==> src/rtl/elevator_status_encoder_if.sv <==
// Call/emergency inputs and status/actuator outputs of the elevator car controller.
// The master side drives calls and emergency; the slave side is the controller itself.
interface elevator_status_encoder_if #(
  parameter int FLOORS  = 4,
  parameter int FLOOR_W = 2
);
  logic [FLOORS-1:0]  call;
  logic               emerg;
  logic               Q1;
  logic               Q0;
  logic               motor_up;
  logic               motor_down;
  logic               door_open;
  logic [FLOOR_W-1:0] floor;
  logic [FLOORS-1:0]  pending;

  modport master (
    output call, emerg,
    input  Q1, Q0, motor_up, motor_down, door_open, floor, pending
  );

  modport slave (
    input  call, emerg,
    output Q1, Q0, motor_up, motor_down, door_open, floor, pending
  );
endinterface

==> src/rtl/elevator_status_encoder.sv <==
// SCAN elevator controller producing the 2-bit status code plus motor/door commands.
// Optional ELEVATOR_DOOR_REOPEN_EN: a current-floor call during DOOR restarts the dwell.
module elevator_status_encoder #(
  parameter int FLOORS        = 4,
  parameter int FLOOR_W       = 2,
  parameter int TRAVEL_CYCLES = 8,
  parameter int DOOR_CYCLES   = 6
) (
  input logic clk,
  input logic rst,
  elevator_status_encoder_if.slave bus
);
  localparam int TW = $clog2(TRAVEL_CYCLES);
  localparam int DW = $clog2(DOOR_CYCLES);
  localparam logic [FLOOR_W-1:0] TOP = FLOOR_W'(FLOORS - 1);

  typedef enum logic [2:0] {IDLE, MOVE_UP, MOVE_DOWN, DOOR, EMERG} state_t;

  state_t             state_reg, state_next;
  logic [FLOOR_W-1:0] floor_reg, floor_next, floor_up, floor_dn;
  logic [FLOORS-1:0]  pending_reg, pending_next, req;
  logic [FLOORS-1:0]  above_cur, below_cur, here_cur, above_up, here_up, below_dn, here_dn;
  logic               dir_up_reg, dir_up_next;
  logic [TW-1:0]      travel_reg, travel_next;
  logic [DW-1:0]      door_reg, door_next;
  logic               serve;
  logic               q1_reg, q0_reg, motor_up_reg, motor_down_reg, door_open_reg;
`ifdef ELEVATOR_DOOR_REOPEN_EN
  logic               call_here;
  assign call_here = |(bus.call & (FLOORS'(1) << floor_reg));
`endif

  assign req      = pending_reg | bus.call;
  assign floor_up = (floor_reg == TOP) ? floor_reg : floor_reg + 1'b1;
  assign floor_dn = (floor_reg == '0) ? floor_reg : floor_reg - 1'b1;

  // Per-floor request comparisons against the current floor and both neighbours.
  generate
    for (genvar gi = 0; gi < FLOORS; gi++) begin : g_cmp
      localparam logic [FLOOR_W-1:0] IDX = FLOOR_W'(gi);
      assign above_cur[gi] = req[gi] && (IDX > floor_reg);
      assign below_cur[gi] = req[gi] && (IDX < floor_reg);
      assign here_cur[gi]  = req[gi] && (IDX == floor_reg);
      assign above_up[gi]  = req[gi] && (IDX > floor_up);
      assign here_up[gi]   = req[gi] && (IDX == floor_up);
      assign below_dn[gi]  = req[gi] && (IDX < floor_dn);
      assign here_dn[gi]   = req[gi] && (IDX == floor_dn);
    end
  endgenerate

  always_comb begin
    state_next  = state_reg;
    floor_next  = floor_reg;
    dir_up_next = dir_up_reg;
    travel_next = travel_reg;
    door_next   = door_reg;
    serve       = 1'b0;
    case (state_reg)
      IDLE: begin
        travel_next = '0;
        door_next   = '0;
        if (|here_cur) begin
          state_next = DOOR;
          serve      = 1'b1;
        end else if (|above_cur && (!(|below_cur) || dir_up_reg)) begin
          state_next  = MOVE_UP;
          dir_up_next = 1'b1;
        end else if (|below_cur) begin
          state_next  = MOVE_DOWN;
          dir_up_next = 1'b0;
        end
      end
      MOVE_UP: begin
        dir_up_next = 1'b1;
        if (travel_reg == TW'(TRAVEL_CYCLES - 1)) begin
          travel_next = '0;
          floor_next  = floor_up;
          if (|here_up) begin
            state_next = DOOR;
            serve      = 1'b1;
          end else if (!(|above_up)) begin
            state_next = IDLE;
          end
        end else begin
          travel_next = travel_reg + 1'b1;
        end
      end
      MOVE_DOWN: begin
        dir_up_next = 1'b0;
        if (travel_reg == TW'(TRAVEL_CYCLES - 1)) begin
          travel_next = '0;
          floor_next  = floor_dn;
          if (|here_dn) begin
            state_next = DOOR;
            serve      = 1'b1;
          end else if (!(|below_dn)) begin
            state_next = IDLE;
          end
        end else begin
          travel_next = travel_reg + 1'b1;
        end
      end
      DOOR: begin
`ifdef ELEVATOR_DOOR_REOPEN_EN
        if (call_here) begin
          door_next = '0;
          serve     = 1'b1;
        end else if (door_reg == DW'(DOOR_CYCLES - 1)) begin
          state_next = IDLE;
          door_next  = '0;
        end else begin
          door_next = door_reg + 1'b1;
        end
`else
        if (door_reg == DW'(DOOR_CYCLES - 1)) begin
          state_next = IDLE;
          door_next  = '0;
        end else begin
          door_next = door_reg + 1'b1;
        end
`endif
      end
      EMERG: begin
        if (!bus.emerg) state_next = IDLE;
      end
      default: state_next = IDLE;
    endcase
    // Emergency overrides any arrival or departure decided above.
    if (bus.emerg) begin
      state_next  = EMERG;
      floor_next  = floor_reg;
      dir_up_next = dir_up_reg;
      travel_next = '0;
      door_next   = '0;
    end
    if (bus.emerg || state_reg == EMERG) begin
      pending_next = '0;
    end else begin
      pending_next = req & ~(serve ? (FLOORS'(1) << floor_next) : '0);
    end
  end

  always_ff @(posedge clk) begin
    if (rst) begin
      state_reg      <= IDLE;
      floor_reg      <= '0;
      pending_reg    <= '0;
      dir_up_reg     <= 1'b1;
      travel_reg     <= '0;
      door_reg       <= '0;
      q1_reg         <= 1'b0;
      q0_reg         <= 1'b0;
      motor_up_reg   <= 1'b0;
      motor_down_reg <= 1'b0;
      door_open_reg  <= 1'b0;
    end else begin
      state_reg      <= state_next;
      floor_reg      <= floor_next;
      pending_reg    <= pending_next;
      dir_up_reg     <= dir_up_next;
      travel_reg     <= travel_next;
      door_reg       <= door_next;
      q1_reg         <= (state_next == MOVE_DOWN) || (state_next == EMERG);
      q0_reg         <= (state_next == MOVE_UP) || (state_next == EMERG);
      motor_up_reg   <= (state_next == MOVE_UP);
      motor_down_reg <= (state_next == MOVE_DOWN);
      door_open_reg  <= (state_next == DOOR);
    end
  end

  assign bus.Q1         = q1_reg;
  assign bus.Q0         = q0_reg;
  assign bus.motor_up   = motor_up_reg;
  assign bus.motor_down = motor_down_reg;
  assign bus.door_open  = door_open_reg;
  assign bus.floor      = floor_reg;
  assign bus.pending    = pending_reg;
endmodule

==> src/flat_wrapper.sv <==
// flat-port wrapper written by rule: the top's interface ports become plain ports
module elevator_status_encoder_flat 
#(
  parameter int FLOORS        = 4,
  parameter int FLOOR_W       = 2,
  parameter int TRAVEL_CYCLES = 8,
  parameter int DOOR_CYCLES   = 6
)
  (clk, rst, bus_call, bus_emerg, bus_Q1, bus_Q0, bus_motor_up, bus_motor_down, bus_door_open, bus_floor, bus_pending);
  elevator_status_encoder_if #(.FLOORS(FLOORS), .FLOOR_W(FLOOR_W)) bus_i ();
  input logic clk;
  input logic rst;
  input wire logic [$bits(bus_i.call)-1:0] bus_call;
  input wire logic [$bits(bus_i.emerg)-1:0] bus_emerg;
  output wire logic [$bits(bus_i.Q1)-1:0] bus_Q1;
  output wire logic [$bits(bus_i.Q0)-1:0] bus_Q0;
  output wire logic [$bits(bus_i.motor_up)-1:0] bus_motor_up;
  output wire logic [$bits(bus_i.motor_down)-1:0] bus_motor_down;
  output wire logic [$bits(bus_i.door_open)-1:0] bus_door_open;
  output wire logic [$bits(bus_i.floor)-1:0] bus_floor;
  output wire logic [$bits(bus_i.pending)-1:0] bus_pending;
  assign bus_i.call = bus_call;
  assign bus_i.emerg = bus_emerg;
  assign bus_Q1 = bus_i.Q1;
  assign bus_Q0 = bus_i.Q0;
  assign bus_motor_up = bus_i.motor_up;
  assign bus_motor_down = bus_i.motor_down;
  assign bus_door_open = bus_i.door_open;
  assign bus_floor = bus_i.floor;
  assign bus_pending = bus_i.pending;
  elevator_status_encoder #(.FLOORS(FLOORS), .FLOOR_W(FLOOR_W), .TRAVEL_CYCLES(TRAVEL_CYCLES), .DOOR_CYCLES(DOOR_CYCLES)) u_core (.clk(clk), .rst(rst), .bus(bus_i));
endmodule
==> config.mk <==
export PLATFORM = sky130hd
export DESIGN_NAME = elevator_status_encoder_flat
export DESIGN_NICKNAME = d
export VERILOG_FILES = /design/src/rtl/elevator_status_encoder_if.sv /design/src/rtl/elevator_status_encoder.sv /design/src/flat_wrapper.sv
export SDC_FILE = /design/constraint.sdc
export NUM_CORES = 1
export LEC_CHECK = 0
export BUFFER_PORTS_ARGS = -buffer_cell sky130_fd_sc_hd__buf_2
export CORE_MARGIN = 2
export CORE_UTILIZATION = 55
export CTS_BUF_LIST = sky130_fd_sc_hd__clkbuf_2 sky130_fd_sc_hd__clkbuf_4 sky130_fd_sc_hd__clkbuf_8
export DETAILED_ROUTE_END_ITERATION = 8
export HOLD_SLACK_MARGIN = 0.08
export PLACE_DENSITY = 0.81
export REMOVE_ABC_BUFFERS = 1
export SLEW_MARGIN = 10
export SYNTH_ARGS = -nofsm -noshare
export SYNTH_HDL_FRONTEND = slang
export SYNTH_SLANG_ARGS = --single-unit
==> constraint.sdc <==
create_clock -name clk -period 4.62 [get_ports clk]
set_input_delay 0.924 -clock clk [delete_from_list [all_inputs] [get_ports clk]]
set_output_delay 0.924 -clock clk [all_outputs]
set_load 0.01 [all_outputs]
### Word level (Yosys, flattened, before mapping)

Index checks and enable logic that the tools add are counted.

* register bits: 21
* input bits: 7
* output and inout port bits: 11
* logic and storage cells: 143

* add/sub/neg operators: 4
* $lt $le $gt $ge: 16
* eq/ne operators: 22
* shift operators: 1
* mux-type cells: 33
* bitwise logic cells: 4
* reductions and logical operators: 52

Operator list (count)
* $mux W3: 13
* $logic_and A1 B1 Y1: 29
* $reduce_or A4 Y1: 7
* $eq A2 B2 Y1 const A: 6
* $eq A3 B2 Y1 const B: 4
* $eq A3 B3 Y1 const B: 4
* $pmux W3 S2: 2
* $pmux W3 S4: 1
* $mux W2: 5
* $gt A1 B2 Y1 const A: 4
* $gt A2 B2 Y1 const A: 4
* $lt A1 B2 Y1 const A: 4
* $lt A2 B2 Y1 const A: 4
* $mux W1: 8
* $add A3 B1 Y3 const B: 2
* $eq A1 B2 Y1 const A: 3
* $eq A3 B1 Y1 const B: 2
* $logic_not A2 Y1: 3
* $pmux W1 S3: 2
* $reduce_or A2 Y1: 3
* $and A4 B4 Y4: 1
* $logic_or A1 B1 Y1: 4
* $mux W4: 1
* $not A4 Y4: 1
* 14 further kinds: 15

### Longest topological paths before layout

* word-level depth: 12
* depth in mapped cells: 7
* gate-level depth less buffers: 7

### Least setup slack after synthesis

Ideal clock, no wire load.

* path type: input-to-reg
* from: in bus_call[1]
* to: reg u_core.q1_reg (netlist: u_core.bus.Q1)
* library setup time: 0.115 ns
* arrival time: 2.030 ns
* data required time: 4.505 ns
* setup slack: 2.474 ns
* cell stages on the path: 6
* buffers on the path: 1
* cells stage by stage: nor4_2 -> a2111o_1 -> nand3_1 -> and4_1 -> buf_2 -> a31o_1

* cells in the longest elaborated chain, start to end: 12
* elaborated cells between the ends (all ways): 32
* classes of those cells: 2 x eq/ne; 11 x mux; 1 x bitwise; 18 x reduce/logical

Ends and longest elaborated chain
* start: declaration: RTL line flat_wrapper.sv:13 `input wire logic [$bits(bus_i.call)-1:0] bus_call;`
* $or A4 B4 Y4 (*): RTL line elevator_status_encoder.sv:33 `assign req = pending_reg | bus.call;`
* $logic_and A1 B1 Y1: RTL line elevator_status_encoder.sv:42 `assign below_cur[gi] = req[gi] && (IDX < floor_reg);`
* $reduce_or A4 Y1: RTL line elevator_status_encoder.sv:65, elevator_status_encoder.sv:68
* $logic_not A1 Y1: RTL line elevator_status_encoder.sv:65 `end else if (|above_cur && (!(|below_cur) || dir_up_reg)) begin`
* $logic_or A1 B1 Y1: RTL line elevator_status_encoder.sv:65
* $logic_and A1 B1 Y1: RTL line elevator_status_encoder.sv:65
* $mux W3: RTL line elevator_status_encoder.sv:65
* $mux W3: RTL line elevator_status_encoder.sv:62 `if (|here_cur) begin`
* $pmux W3 S4 (*): RTL line elevator_status_encoder.sv:58 `case (state_reg)`
* $mux W3 (*): RTL line elevator_status_encoder.sv:129 `if (bus.emerg) begin`
* $eq A3 B2 Y1 or $eq A3 B3 Y1 (tied branches): RTL line elevator_status_encoder.sv:163 `q1_reg <= (state_next == MOVE_DOWN) || (state_next == EMERG);`
* $logic_or A1 B1 Y1 (*): RTL line elevator_status_encoder.sv:163
* end signal: assignment: RTL line elevator_status_encoder.sv:163
* end: declaration: RTL line elevator_status_encoder.sv:27 `logic q1_reg, q0_reg, motor_up_reg, motor_down_reg, door_open_reg;`

Mark *: on every way between the ends. The rest lies on a longest branch, timed or not.
A chain may end at the register's enable or synchronous reset.

### Worst setup path in the final report

* from: reg u_core.floor_reg[0] (netlist: u_core.bus.floor[0])
* to: out bus_floor[0]

RTL lines
* start: declaration: RTL line elevator_status_encoder.sv:20 `logic [FLOOR_W-1:0] floor_reg, floor_next, floor_up, floor_dn;`
* start signal: assignment: RTL line elevator_status_encoder.sv:158 `floor_reg <= floor_next;`
* end: declaration: RTL line flat_wrapper.sv:20 `output wire logic [$bits(bus_i.floor)-1:0] bus_floor;`

No word-level cell between the ends.

==> reports/metrics.cfg <==
[timing]
worst_slack_ns=2.35
post-route-period-util_pct=49.0
slew-limit-headroom_pct=55.1
period_minus_slack_ns=2.27
fin_setup_tns_ns=0
max_freq_mhz=441
tightest_slew_ns=0.673
hold_viol=0
finalSetupViolations=0
clock_skew_ns=0.0109
slew_viol_final=0
grt_setup_unrepaired=no

[setup_path]
cpLargestDelayFamily=flip-flops
cp-start-kind=register
cp.arrival_ns=1.34
critPathMaxFanout=22
ff2ff_path_depth=7
cpMaxStageDelayCell=dfxtp_1
worstReg2RegEnd=u_core.bus.pending[0]
r2r-start=u_core.travel_reg[0]
r2r_slack_ns=2.48
critPathKind=register to primary output
end_kind=primary output
crit_chain=buf_2
cpPeakStageDelay_ns=0.77
worstPathBufferInverterCount=1
required_ns=3.70

[clock_network]
post-cts-setup-buffer-count=0
cts-htree-levels=1
root_buffer=clkbuf_4
clock_sinks=21
clockBufferDepth=2
insertion_delay_ns=0.32
hold_buffers=0
cts_made_buffers=3
clkSlewWorstSetupHoldPaths_ns=0.12
cts_tree=yes
cts.repair.resized=0

[detailed_routing]
drt_iter0_drc=33
avgViaCountPerCell=6.54
wl_um=2920
drtAntennaViolNets=0
dr.pass1.iters=4
dr_total_vias=1223
wire_per_inst_um=15.6
drc=0

[global_route]
overflow=0
antenna_found_initial=0
grt_pass1_vias=1074
grt_usage_pct=24.1
grt_max_degree=23
grt_pass1_wl_um=4790

[yosys]
synth.cell_area_um2=1230
synth_edf_count=0
avgSynthCellArea_um2=8.45
synth_seq_cells=21
ys.flop_type=dfxtp_1
async_flop_share_pct=0
synth_warnings=0
ys_types=49
synth.yosys.seq_area_share_pct=34.1
syn_inst=146

[power]
p_leak_nw=0.521
p_sw_mw=0.105
ir_worst_vdd_mv=0.170
p_seq_share_pct=56.4
sw_frac_of_total_pct=30.3
pwr-share-clk_pct=27.4
p_per_area_nw_per_um2=261
p_int_mw=0.242
combPwrFrac_pct=16.2

[min_path]
min_to=u_core.travel_reg[1]
hold_depth=2
timing.hold.worst.start=u_core.travel_reg[1]
hp-class=register to register

[cells_and_area]
syn_to_final_growth_pct=8.11
antenna_cells=0
layout-drive-gt1-share_pct=18.2
largest_reg_flops=4
final_common_cell=nor2_1
layout_common_cells=nor2_1 (25), dfxtp_1 (21), buf_2 (17)
num-nets-final=169

[placement]
hpwl_um=2160
port-buffer-count=17
pre_cts_ws_ns=2.17
gp_congestion=0.967

[die]
start_util_pct=56.9
top_level_ports=18
num_rows=17
die_w_um=51.4
core_um2=2170
die_y_um=51.4
die_area_um2=2640

[flow_run]
cap_violations=0

[outcome]
status=finished clean

metrics by stage:
stage	area, um^2	std cells	hold WS [ns]	power (mW)	util (%)
3_3_place_gp	1310	183	0.485	0.253	60.2
5_1_grt	1330	187	0.555	0.361	61.5
2_1_floorplan	1190	138	0.470	0.235	-
4_1_cts	1330	187	0.525	0.347	61.5
6_report	1330	187	0.523	0.347	61.5
3_5_place_dp	1310	183	0.492	0.255	60.2
synth_stat cells (4+ instances only):
master / count / area share, %
buf_2: 5 / 2.0
nor3_1: 6 / 2.4
nor2_1: 25 / 7.6
a311oi_1: 5 / 3.5
nand2_1: 5 / 1.5
a21o_1: 4 / 2.4
a22oi_1: 4 / 2.4
a21oi_1: 6 / 2.4
inv_1: 4 / 1.2
o21ai_0: 5 / 2.0
dfxtp_1: 21 / 34
nand3_1: 4 / 1.6
final cells by class:
| cell class | count | area [um^2] |
|---|---|---|
| inverters | 4 | 15.0 |
| fillers | 198 | 836 |
| clock inverters | 1 | 5.00 |
| clock buffers | 3 | 22.5 |
| repair buffers | 17 | 85.1 |
| well taps | 28 | 35.0 |
| multi-input cells | 113 | 751 |
| flip-flops and latches | 21 | 420 |
worst max-delay path by stage:
stage / to / slack (ns) / start / cells past startpoint
floorplan: u_core.dir_up_reg / 2.49 / bus_call[2] / 5
global placement: u_core.dir_up_reg / 2.20 / bus_call[2] / 6
detailed placement: u_core.dir_up_reg / 2.17 / bus_call[2] / 6
CTS: bus_floor[0] / 2.37 / u_core.bus.floor[0] / 1
global route: bus_floor[0] / 2.29 / u_core.bus.floor[0] / 1
finish: bus_floor[0] / 2.35 / u_core.bus.floor[0] / 1
logic make-up after synthesis:
logic type | share of synthesized area [%]
buffers and inverters | 5.07
muxes | 2.43
adders and majority gates | 2.03
AOI/OAI and AO/OA | 28.8
DFF | 34.1
and+or+nand+nor | 27.6
power groups by stage:
stage	Sequential (mW)	Clock, mW	Combinational, mW
after floorplan	0.200	0	0.0351
after global placement	0.199	0	0.0535
after detailed placement	0.200	0	0.0550
after CTS	0.196	0.0962	0.0555
after global routing	0.197	0.101	0.0622
final	0.196	0.0953	0.0563
routing by layer:
metal	wire length (um)	vias up	track usage (%)
met5	0	-	0
met3	182	5	3.22
met4	46	0	9.21
li1	-	585	-
met1	1240	581	28.9
met2	1450	52	43.2
Power figures use the tool's default switching activity.
